**config.mk**
```make
export PLATFORM = sky130hd
export DESIGN_NAME = mux_n_stream
export DESIGN_NICKNAME = d
export VERILOG_FILES = /design/src/rtl/mux_pkg.sv /design/src/rtl/rr_arbiter.sv /design/src/rtl/mux_n_stream.sv
export SDC_FILE = /design/constraint.sdc
export NUM_CORES = 1
export LEC_CHECK = 0
export BUFFER_PORTS_ARGS = -buffer_cell sky130_fd_sc_hd__buf_2
export CORE_ASPECT_RATIO = 1.4
export CORE_MARGIN = 2
export CORE_UTILIZATION = 46
export DETAILED_ROUTE_END_ITERATION = 6
export GPL_TIMING_DRIVEN = 0
export PLACE_DENSITY_LB_ADDON = 0.12
export SYNTH_ARGS = -nofsm -noshare
export SYNTH_HDL_FRONTEND = slang
export SYNTH_HIERARCHICAL = 1
export SYNTH_SLANG_ARGS = --single-unit
```
**constraint.sdc**
```tcl
create_clock -name clk -period 2.64 [get_ports clk]
set_clock_uncertainty 0.2 [all_clocks]
set_input_delay 0.132 -clock clk [delete_from_list [all_inputs] [get_ports clk]]
set_output_delay 0.132 -clock clk [all_outputs]
set_load 0.005 [all_outputs]
```
**src/rtl/mux_pkg.sv**
```systemverilog
// Shared types for the N-input stream multiplexer family.
// Latency: n/a (types only).
// Backpressure: n/a (types only).
package mux_pkg;

  // Arbitration mode: MUX_FIXED follows the sel input, MUX_RR rotates fairly.
  typedef enum logic {
    MUX_FIXED = 1'b0,
    MUX_RR    = 1'b1
  } mux_mode_e;

endpackage

```
**src/rtl/rr_arbiter.sv**
```systemverilog
// Rotating-priority grant: first requester after last_grant, wrapping to 0.
// Latency: purely combinational.
// Backpressure: none; the caller qualifies the grant with its own load enable.
//
// Ports:
//   req         - per-channel request (in_valid of the mux)
//   last_grant  - index granted on the most recent accepted transfer
//   grant       - winning channel index (0 when grant_valid is low)
//   grant_valid - at least one channel is requesting
module rr_arbiter #(
  parameter  int NUM_IN = 4,
  localparam int SEL_W  = $clog2(NUM_IN)
) (
  input  logic [NUM_IN-1:0] req,
  input  logic [SEL_W-1:0]  last_grant,
  output logic [SEL_W-1:0]  grant,
  output logic              grant_valid
);

  int w_cand;

  // Walk NUM_IN positions starting just after last_grant; the last position
  // visited is last_grant itself, so a lone requester can win repeatedly.
  always_comb begin
    grant       = '0;
    grant_valid = 1'b0;
    w_cand      = 0;
    for (int k = 1; k <= NUM_IN; k++) begin
      w_cand = (int'(last_grant) + k) % NUM_IN;
      if (!grant_valid && req[w_cand]) begin
        grant       = w_cand[SEL_W-1:0];
        grant_valid = 1'b1;
      end
    end
  end

endmodule

```
**src/rtl/mux_n_stream.sv**
```systemverilog
// N-input valid/ready stream mux with a single registered output stage.
// Latency: 1 cycle from input transfer to out_valid; 1 beat/cycle sustained.
// Backpressure: out_ready low holds the output beat and drops every in_ready.
//
// Ports:
//   clk, rst   - clock and synchronous active-high reset
//   in_data    - NUM_IN x WIDTH channel data
//   in_valid   - per-channel valid
//   in_ready   - per-channel ready, one-hot or zero
//   sel        - channel select (MUX_FIXED only; values >= NUM_IN grant nothing)
//   out_data   - registered data of the held beat
//   out_valid  - registered valid of the held beat
//   out_ready  - consumer ready
//   out_src    - channel index that produced the held beat
module mux_n_stream
  import mux_pkg::*;
#(
  parameter  int        WIDTH  = 32,
  parameter  int        NUM_IN = 4,
  parameter  mux_mode_e MODE   = MUX_FIXED,
  localparam int        SEL_W  = $clog2(NUM_IN)
) (
  input  logic                          clk,
  input  logic                          rst,
  input  logic [NUM_IN-1:0][WIDTH-1:0]  in_data,
  input  logic [NUM_IN-1:0]             in_valid,
  output logic [NUM_IN-1:0]             in_ready,
  input  logic [SEL_W-1:0]              sel,
  output logic [WIDTH-1:0]              out_data,
  output logic                          out_valid,
  input  logic                          out_ready,
  output logic [SEL_W-1:0]              out_src
);

  logic [WIDTH-1:0] r_out_data;
  logic             r_out_valid;
  logic [SEL_W-1:0] r_out_src;

  logic [SEL_W-1:0] w_grant;
  logic             w_grant_vld;
  logic             w_load_en;
  logic             w_xfer;

  // The output stage can take a beat when empty or when it drains this cycle.
  assign w_load_en = !r_out_valid || out_ready;
  // Nothing is accepted in a reset cycle, so reset never loses an input beat.
  assign w_xfer    = !rst && w_load_en && w_grant_vld;

  generate
    if (MODE == MUX_RR) begin : g_rr
      logic [SEL_W-1:0] r_last_grant;
      logic             w_unused_sel;

      assign w_unused_sel = ^sel;

      rr_arbiter #(
        .NUM_IN (NUM_IN)
      ) u_arb (
        .req         (in_valid),
        .last_grant  (r_last_grant),
        .grant       (w_grant),
        .grant_valid (w_grant_vld)
      );

      // Reset to NUM_IN-1 so the first search starts at channel 0. Only an
      // accepted transfer moves the pointer; stalls leave priority intact.
      always_ff @(posedge clk) begin
        if (rst) begin
          r_last_grant <= SEL_W'(NUM_IN - 1);
        end else if (w_xfer) begin
          r_last_grant <= w_grant;
        end
      end
    end else begin : g_fixed
      // Compare against each legal index rather than indexing in_valid with
      // sel directly, so an out-of-range sel cleanly yields no grant.
      always_comb begin
        w_grant     = sel;
        w_grant_vld = 1'b0;
        for (int i = 0; i < NUM_IN; i++) begin
          if (int'(sel) == i) begin
            w_grant_vld = in_valid[i];
          end
        end
      end
    end
  endgenerate

  always_comb begin
    in_ready = '0;
    for (int i = 0; i < NUM_IN; i++) begin
      in_ready[i] = w_xfer && (int'(w_grant) == i);
    end
  end

  // Load on transfer; otherwise a drained beat clears valid while data/src
  // keep their last value; a stalled beat holds everything.
  always_ff @(posedge clk) begin
    if (rst) begin
      r_out_data  <= '0;
      r_out_valid <= 1'b0;
      r_out_src   <= '0;
    end else if (w_xfer) begin
      r_out_data  <= in_data[w_grant];
      r_out_valid <= 1'b1;
      r_out_src   <= w_grant;
    end else if (out_ready) begin
      r_out_valid <= 1'b0;
    end
  end

  assign out_data  = r_out_data;
  assign out_valid = r_out_valid;
  assign out_src   = r_out_src;

endmodule
```
==> summary.md, run 1 <==
| Metric | Value |
|---|---|
| Dominant combinational cell family by area after synthesis | multiplexers |
| WP data required | 2.66 ns |
| Post-route cell area | approximately 3700 um^2 |
| Post-synthesis share of cell area spent on and, or, nand and nor gates | 0.105 |
| Starting DRT DRC Count | 86 |
| Hold Path Class | primary input to flop |
| Number of antenna cells inserted | 0 |
| Count of final hold-check violations | 0 |
| Total die area | 6380 um^2 |
| Clock latency reported for the late side of the worst-skew pair | between 0.2 and 0.3 ns |
| Average wire length per cell after detail routing | 15.9 um |
| Share of flip-flops with an asynchronous set or reset | 0 |
| Wire length of the first global-routing pass | approximately 12000 um |
| Pre-CTS setup slack | 0.728 ns |
| Share of the synthesized netlist area taken by xor and xnor gates | 0 |
| Area share of the largest cell type after synthesis | 0.281 |
| Mapped cell area | about 2600 um^2 |
| Post-route ant nets | 0 |
| Total half-perimeter wirelength after legalization and detailed placement | 6410 um |
| Most common cell type on the critical path | buf_2 |
| Pins over their slew limit | 0 |
| Post-layout nets | 570 |
| Maximum clock path buffer count | 2 |
| Number of library cell types mapped by synthesis | 22 |
| Number of instances in the synthesized netlist | 252 |
| Area added between synthesis and finish | 39.4% |
| Number of warnings printed during yosys synthesis | 6 |
| Post-route worst hold slack | 0.0421 ns |
| Via count of the first global-routing pass | roughly 2900 |
| Root buffer cell | clkbuf_8 |
| Global routing usage summed across all routing layers | 0.252 |
| CTS clk-pin slew, worst paths | 0.07 ns |
| Residual DRC | 0 |
| Dominant cells by area after synthesis | mux4_2, dfxtp_1, a21oi_2, a31o_1, nand4_1 |
| Nature of the critical path startpoint | primary input |
| Detailed Routing Iterations Pass 1 | 4 |
| Cell taking the most area after synthesis | mux4_2 |
| Final Setup Violations | 0 |
| Status | completed |
| Cell-by-cell listing of the critical path | dlygate4sd3_1 -> buf_2 -> inv_1 -> buf_2 -> clkbuf_1 -> nand4_1 -> a21oi_2 |
| Critical path class | primary input to flop |
| Sequential share of the synthesized area | 0.265 |
| Area after detailed placement | 3600 um^2 |
| Max FO, Critical Path | 10 |
| Fraction of final layout cells with drive strength greater than 1 | 0.608 |
| Final wirelength | 7960 um |
| Pin slew with the least headroom to its limit | 0.747 ns |
| Post-synthesis adder-cell area fraction | 0 |
| # H-tree levels | 2 |
| Post-synthesis sequential element count | 35 |
| # fillers | 474 |
| Synthesized netlist net count | 389 |
| Number of clock buffers inserted by TritonCTS | 5 |
| I/O pin total | 176 |
| Sequential Area | around 700 um^2 |
| TritonCTS clock tree | built |
| Predominant post-synthesis flop cell | dfxtp_1 |
| Unrepaired setup endpoints after global routing | no |
| Critical path endpoint category | flop |
| Overall via count from detail_route | 2807 |
| Remaining global-route overflow | 0 |
| Fin crit share | 0.735 |
| Vias per std cell | between 5 and 6 |
| Smallest setup slack after layout | 0.699 ns |
| Slowest stage cell on the critical path | dlygate4sd3_1 |
| Multi-input combinational cell area | approximately 1600 um^2 |
| Fin util | 0.668 |
| Biggest cell delay along the critical path | 0.53 ns |
| Worst path buffer plus inverter count | 5 |
| Input/output buffers | 173 |
| Total number of clock tree sinks | 35 |
| Ratio of total power to cell area | just under 400 nW/um^2 |
| Min Clock Period, post-route | between 1.5 and 2 ns |
| Syn_area_per_cell | 10.5 um^2 |
| Headroom to the max-slew limit | 0.502 |
| Largest vdd supply drop | ~0.24 mV |
| Area of the core | 5530 um^2 |
| Setup total negative slack | 0 ns |
| Total of max-cap violations | 0 |
| Fmax achieved | between 500 and 600 MHz |
| Kind of cell adding the most delay to the critical path | buffers and inverters |
| Height of the die | 93.7 um |
| Share of synthesized area spent on multiplexers | 0.285 |
| Antenna violations before repair | 0 |
| Post-cts sizing count | 0 |
| Placer Congestion | 0.833 |
| Largest net degree at the start of global routing | 11 |
| Initial Utilization | 0.479 |
| Arr. time, crit path | about 2.0 ns |
| Number of rows created at floorplan | 32 |
| Number of flops mapped to enable cells by yosys | 0 |
| Cell leakage power | about 0.0016 uW |
| Chip Width | roughly 70 um |
| Compound-cell area share of the yosys netlist | 0.228 |
path summary, 6_finish.rpt:
check / slack (ns) / startpoint / cells past startpoint / endpoint
max: 0.70 / rst / 7 / out_data[27]$_SDFFE_PP0P_
max reg2reg: 0.71 / out_valid$_SDFFE_PP0P_ / 6 / out_data[16]$_SDFFE_PP0P_
min reg2reg: 0.35 / out_src[0]$_SDFFE_PP0P_ / 3 / out_src[0]$_SDFFE_PP0P_
min: 0.04 / in_valid[1] / 3 / out_src[1]$_SDFFE_PP0P_
repair_timing:
action	in CTS	in global routing
setup buffers	0	0
hold buffers	1	0
hold endpoints to repair	4	0
report_power, final:
group          leakage (uW)  total (uW)  switching, uW  internal (uW)
clock             0.0000422         378            193            185
sequential         0.000286         581           17.3            563
combinational       0.00129         483            225            257
routing by layer:
metal / part of all wire / wire length (um) / global-route usage
met5: 0 / 0 / 0
met4: 0.013 / 104 / 0.0833
met3: 0.081 / 644 / 0.0468
met2: 0.54 / 4270 / 0.463
met1: 0.37 / 2950 / 0.281
worst min-delay path: stages:
cell,delay [ns]
buf_2,0.12
nor2b_1,0.10
o311a_1,0.14
cell usage in the layout (no fill, tap or decap), types with 2 or more instances in the layout:
cell type and instances:
a21oi_2 33, a31o_1 33, and4b_1 2, buf_2 187
buf_6 4, clkbuf_1 19, clkbuf_8 5, dfxtp_1 35
inv_1 35, mux4_2 33, nand4_1 33, nor2_1 2
layout make-up:
type	instances	share of cell area
clock buffer	7	0.0207
multi-input combinational	147	0.443
tap	68	0.0231
timing repair buffer	174	0.237
buffer	35	0.0485
inverter	35	0.0356
sequential	35	0.190
clock inverter	1	0.00136
stage by stage:
stage / std cells / total power [uW]
finish: 502 / 1440
global placement: 493 / 1060
CTS: 502 / 1450
floorplan: 252 / 885
detailed placement: 493 / 1080
global route: 502 / 1520
Yosys cell counts, drive strengths merged, types with 2 or more instances:
library cell and count:
clkbuf 17, buf 18, mux4 33, inv 35, nand4 33, a21oi 34, a31o 33, nor2 2
dfxtp 35, and4b 2
sequential cells by signal, summed over array words and instances (netlist names):
name / cells
out_data: 32
out_src: 2
out_valid: 1
cells by family after synthesis:
| kind of cell | Yosys count |
|---|---|
| simple gates | 44 |
| mux | 34 |
| flops | 35 |
| buf+inv | 70 |
| compound gates | 69 |
(Power assumes the default switching activity.)
==> run 2, diff against run 1 <==
Settings changed: CORE_UTILIZATION 46 to 43.
Clock period 2.64 ns to 2 ns, I/O delays scaled along.
==> run 2 against run 1 <==
- global-route usage shrank 1.9 points
- setup slack lost 0.50 ns
- sequential cell count is the same
- critical path depth shrank 1
- power grew 30%
- largest cell class unchanged
- utilization shrank 4.3 points
- via count shrank 1.7%
==> summary.md, run 2 (synthesis results as in run 1) <==
| Metric | Value |
|---|---|
| Area of the core | 5900 um^2 (was 5530 um^2) |
| Arr. time, crit path | 1.50 ns (was 1.96 ns) |
| Root buffer cell | clkbuf_8 (unchanged) |
| Min Clock Period, post-route | between 1.5 and 2 ns |
| Ratio of total power to cell area | 508 nW/um^2 (was 391 nW/um^2) |
| Headroom to the max-slew limit | 0.499 (was 0.502) |
| Placed cell count | 495 (was 493) |
| Total number of clock tree sinks | 35 (unchanged) |
| Cell leakage power | 0.00163 uW (was 0.00162 uW) |
| I/O pin total | 176 (unchanged) |
| Slack of the worst reg-to-reg path | 0.20 ns (was 0.71 ns) |
| TritonCTS clock tree | built (unchanged) |
| Post-Layout Cell Count | 502 (unchanged) |
| Number of antenna cells inserted | 0 (unchanged) |
| Final Setup Violations | 0 (unchanged) |
| Fmax achieved | ~550 MHz |
| Starting DRT DRC Count | 79 (was 86) |
| Fraction of final layout cells with drive strength greater than 1 | 0.623 (was 0.608) |
| Origin of the worst min-delay path | in_valid[1] (unchanged) |
| Final wirelength | 8000 um (was 7960 um) |
| Average wire length per cell after detail routing | 15.9 um (about the same) |
| Sw power | 555 uW (was 436 uW) |
| Post-route ant nets | 0 (unchanged) |
| Reg2reg start | out_valid$_SDFFE_PP0P_ (unchanged) |
| Pins over their slew limit | 0 (unchanged) |
| Remaining global-route overflow | 0 (unchanged) |
| Total of max-cap violations | 0 (unchanged) |
| Internal power | 1320 uW (was 1010 uW) |
| Nature of the critical path startpoint | primary input (unchanged) |
| Hold Path Class | primary input to flop (unchanged) |
| Critical path class | primary input to output port (was primary input to flop) |
| Wire length of the first global-routing pass | 13000 um (was 12400 um) |
| Critical path capture point | in_ready[3] (was out_data[27]$_SDFFE_PP0P_) |
| Global routing usage summed across all routing layers | 0.233 (was 0.252) |
| Fin util | 0.625 (was 0.668) |
| Depth of the most critical reg-to-reg path | 6 (unchanged) |
| Residual DRC | 0 (unchanged) |
| R2r endpoint | out_data[17]$_SDFFE_PP0P_ (was out_data[16]$_SDFFE_PP0P_) |
| Launching instance or port of the critical path | rst (unchanged) |
| Switching share of power | 0.296 (was 0.302) |
| Clock Power Share | 0.249 (was 0.263) |
| CTS clk-pin slew, worst paths | 0.07 ns (about the same) |
| Portion of total power attributed to sequential cells | 0.408 (was 0.403) |
| WP data required | 1.70 ns (was 2.66 ns) |
| Vias per std cell | 5.49 (was 5.59) |
| Initial Utilization | 0.448 (was 0.479) |
| Area added between synthesis and finish | 39.4% (about the same) |
| Via count of the first global-routing pass | 2914 (was 2904) |
| Total die area | 6810 um^2 (was 6380 um^2) |
| Relative contribution of combinational cells to total power | 0.342 (was 0.335) |
| Maximum clock path buffer count | 2 (unchanged) |
| Clock latency reported for the late side of the worst-skew pair | 0.28 ns (about the same) |
| Total half-perimeter wirelength after legalization and detailed placement | 6350 um (was 6410 um) |
| Unrepaired setup endpoints after global routing | no (unchanged) |
| Number of clock buffers inserted by TritonCTS | 5 (unchanged) |
| Input/output buffers | 173 (unchanged) |
| # fillers | 546 (was 474) |
| Height of the die | 96.8 um (was 93.7 um) |
| Placer Congestion | 0.776 (was 0.833) |
| Post-layout nets | 570 (unchanged) |
| Antenna violations before repair | 0 (unchanged) |
| Fin crit share | 0.902 |
| Largest vdd supply drop | 0.410 mV (was 0.242 mV) |
| Commonest non-fill, non-tap cell in the layout | buf_2 (unchanged) |
| Largest register FFs | 32 (unchanged) |
| Largest net degree at the start of global routing | 11 (unchanged) |
| Number of rows created at floorplan | 33 (was 32) |
| Number of setup buffers added after CTS | 0 (unchanged) |
| Critical path endpoint category | output port (was flop) |
| # H-tree levels | 2 (unchanged) |
| Max FO, Critical Path | 9 (was 10) |
| Status | completed (unchanged) |
| Detailed Routing Iterations Pass 1 | 4 (unchanged) |
| Pin slew with the least headroom to its limit | 0.751 ns (was 0.747 ns) |
| Top library cells by usage in the layout, fill and taps aside | buf_2, inv_1, dfxtp_1 (unchanged) |
| Count of final hold-check violations | 0 (unchanged) |
| Setup total negative slack | 0 ns (unchanged) |
| Chip Width | 70.3 um (was 68.1 um) |
| Overall via count from detail_route | 2758 (was 2807) |
[run 2: cell count changes in the layout (fill, tap and decap cells not counted), sizes merged]
cell    before  now
clkbuf      24   23
clkinv       1    0
[run 2: metrics by stage]
step	setup slack (ns)	area (um^2)	total power [uW]	hold WS [ns]
detailed placement	0.0577	3600	1420	0.212
floorplan	0.406	2650	1170	0.151
global placement	0.0899	3600	1410	0.201
finish	0.196	3690	1870	0.0427
global route	0.0855	3690	1990	0.0509
CTS	0.0394	3680	1890	0.0357
[run 2: repair_timing]
action	4_1_cts	5_1_grt
setup endpoints to repair	0	30
hold endpoints to repair	4	0
gates resized for setup	0	12
hold buffers	1	0
[run 2: metal layers]
| metal | part of all wire | global-route usage | vias to the layer above | routed length (um) |
|---|---|---|---|---|
| met4 | 0.023 | 0.0888 | 0 | 183 |
| met5 | 0 | 0 | - | 0 |
| met3 | 0.063 | 0.0521 | 17 | 502 |
| met2 | 0.53 | 0.417 | 117 | 4210 |
| met1 | 0.39 | 0.265 | 1294 | 3110 |
| li1 | - | - | 1330 | - |
[run 2: worst min path at each step]
stage,depth (start not counted),slack [ns],to
finish,3,0.04,out_src[1]$_SDFFE_PP0P_
global route,3,0.05,out_src[1]$_SDFFE_PP0P_
CTS,3,0.04,out_src[1]$_SDFFE_PP0P_
detailed placement,2,0.21,out_data[14]$_SDFFE_PP0P_
global placement,2,0.20,out_data[13]$_SDFFE_PP0P_
floorplan,2,0.15,out_src[1]$_SDFFE_PP0P_
[run 2: worst max-delay path: stages]
cell,delay [ns]
dlygate4sd3_1,0.51
buf_2,0.23
inv_1,0.16
and2_1,0.19
and4_1,0.20
buf_2,0.12
[run 2: area by class of cell]
type	instances	area (um^2)	share of cell area
Timing Repair Buffer	174	876	0.237
Clock buffer	6	72.6	0.0197
Multi-Input combinational cell	147	1640	0.443
Buffer	35	186	0.0505
Tap cell	70	87.6	0.0237
Inverter	35	131	0.0356
Sequential cell	35	701	0.190
[run 2: power by group through the flow]
stage	Sequential [uW]	Clock, uW	Combinational, uW
2_1_floorplan	786	0	382
3_3_place_gp	778	0	627
3_5_place_dp	781	0	638
4_1_cts	765	479	641
5_1_grt	769	522	699
6_report	765	467	641
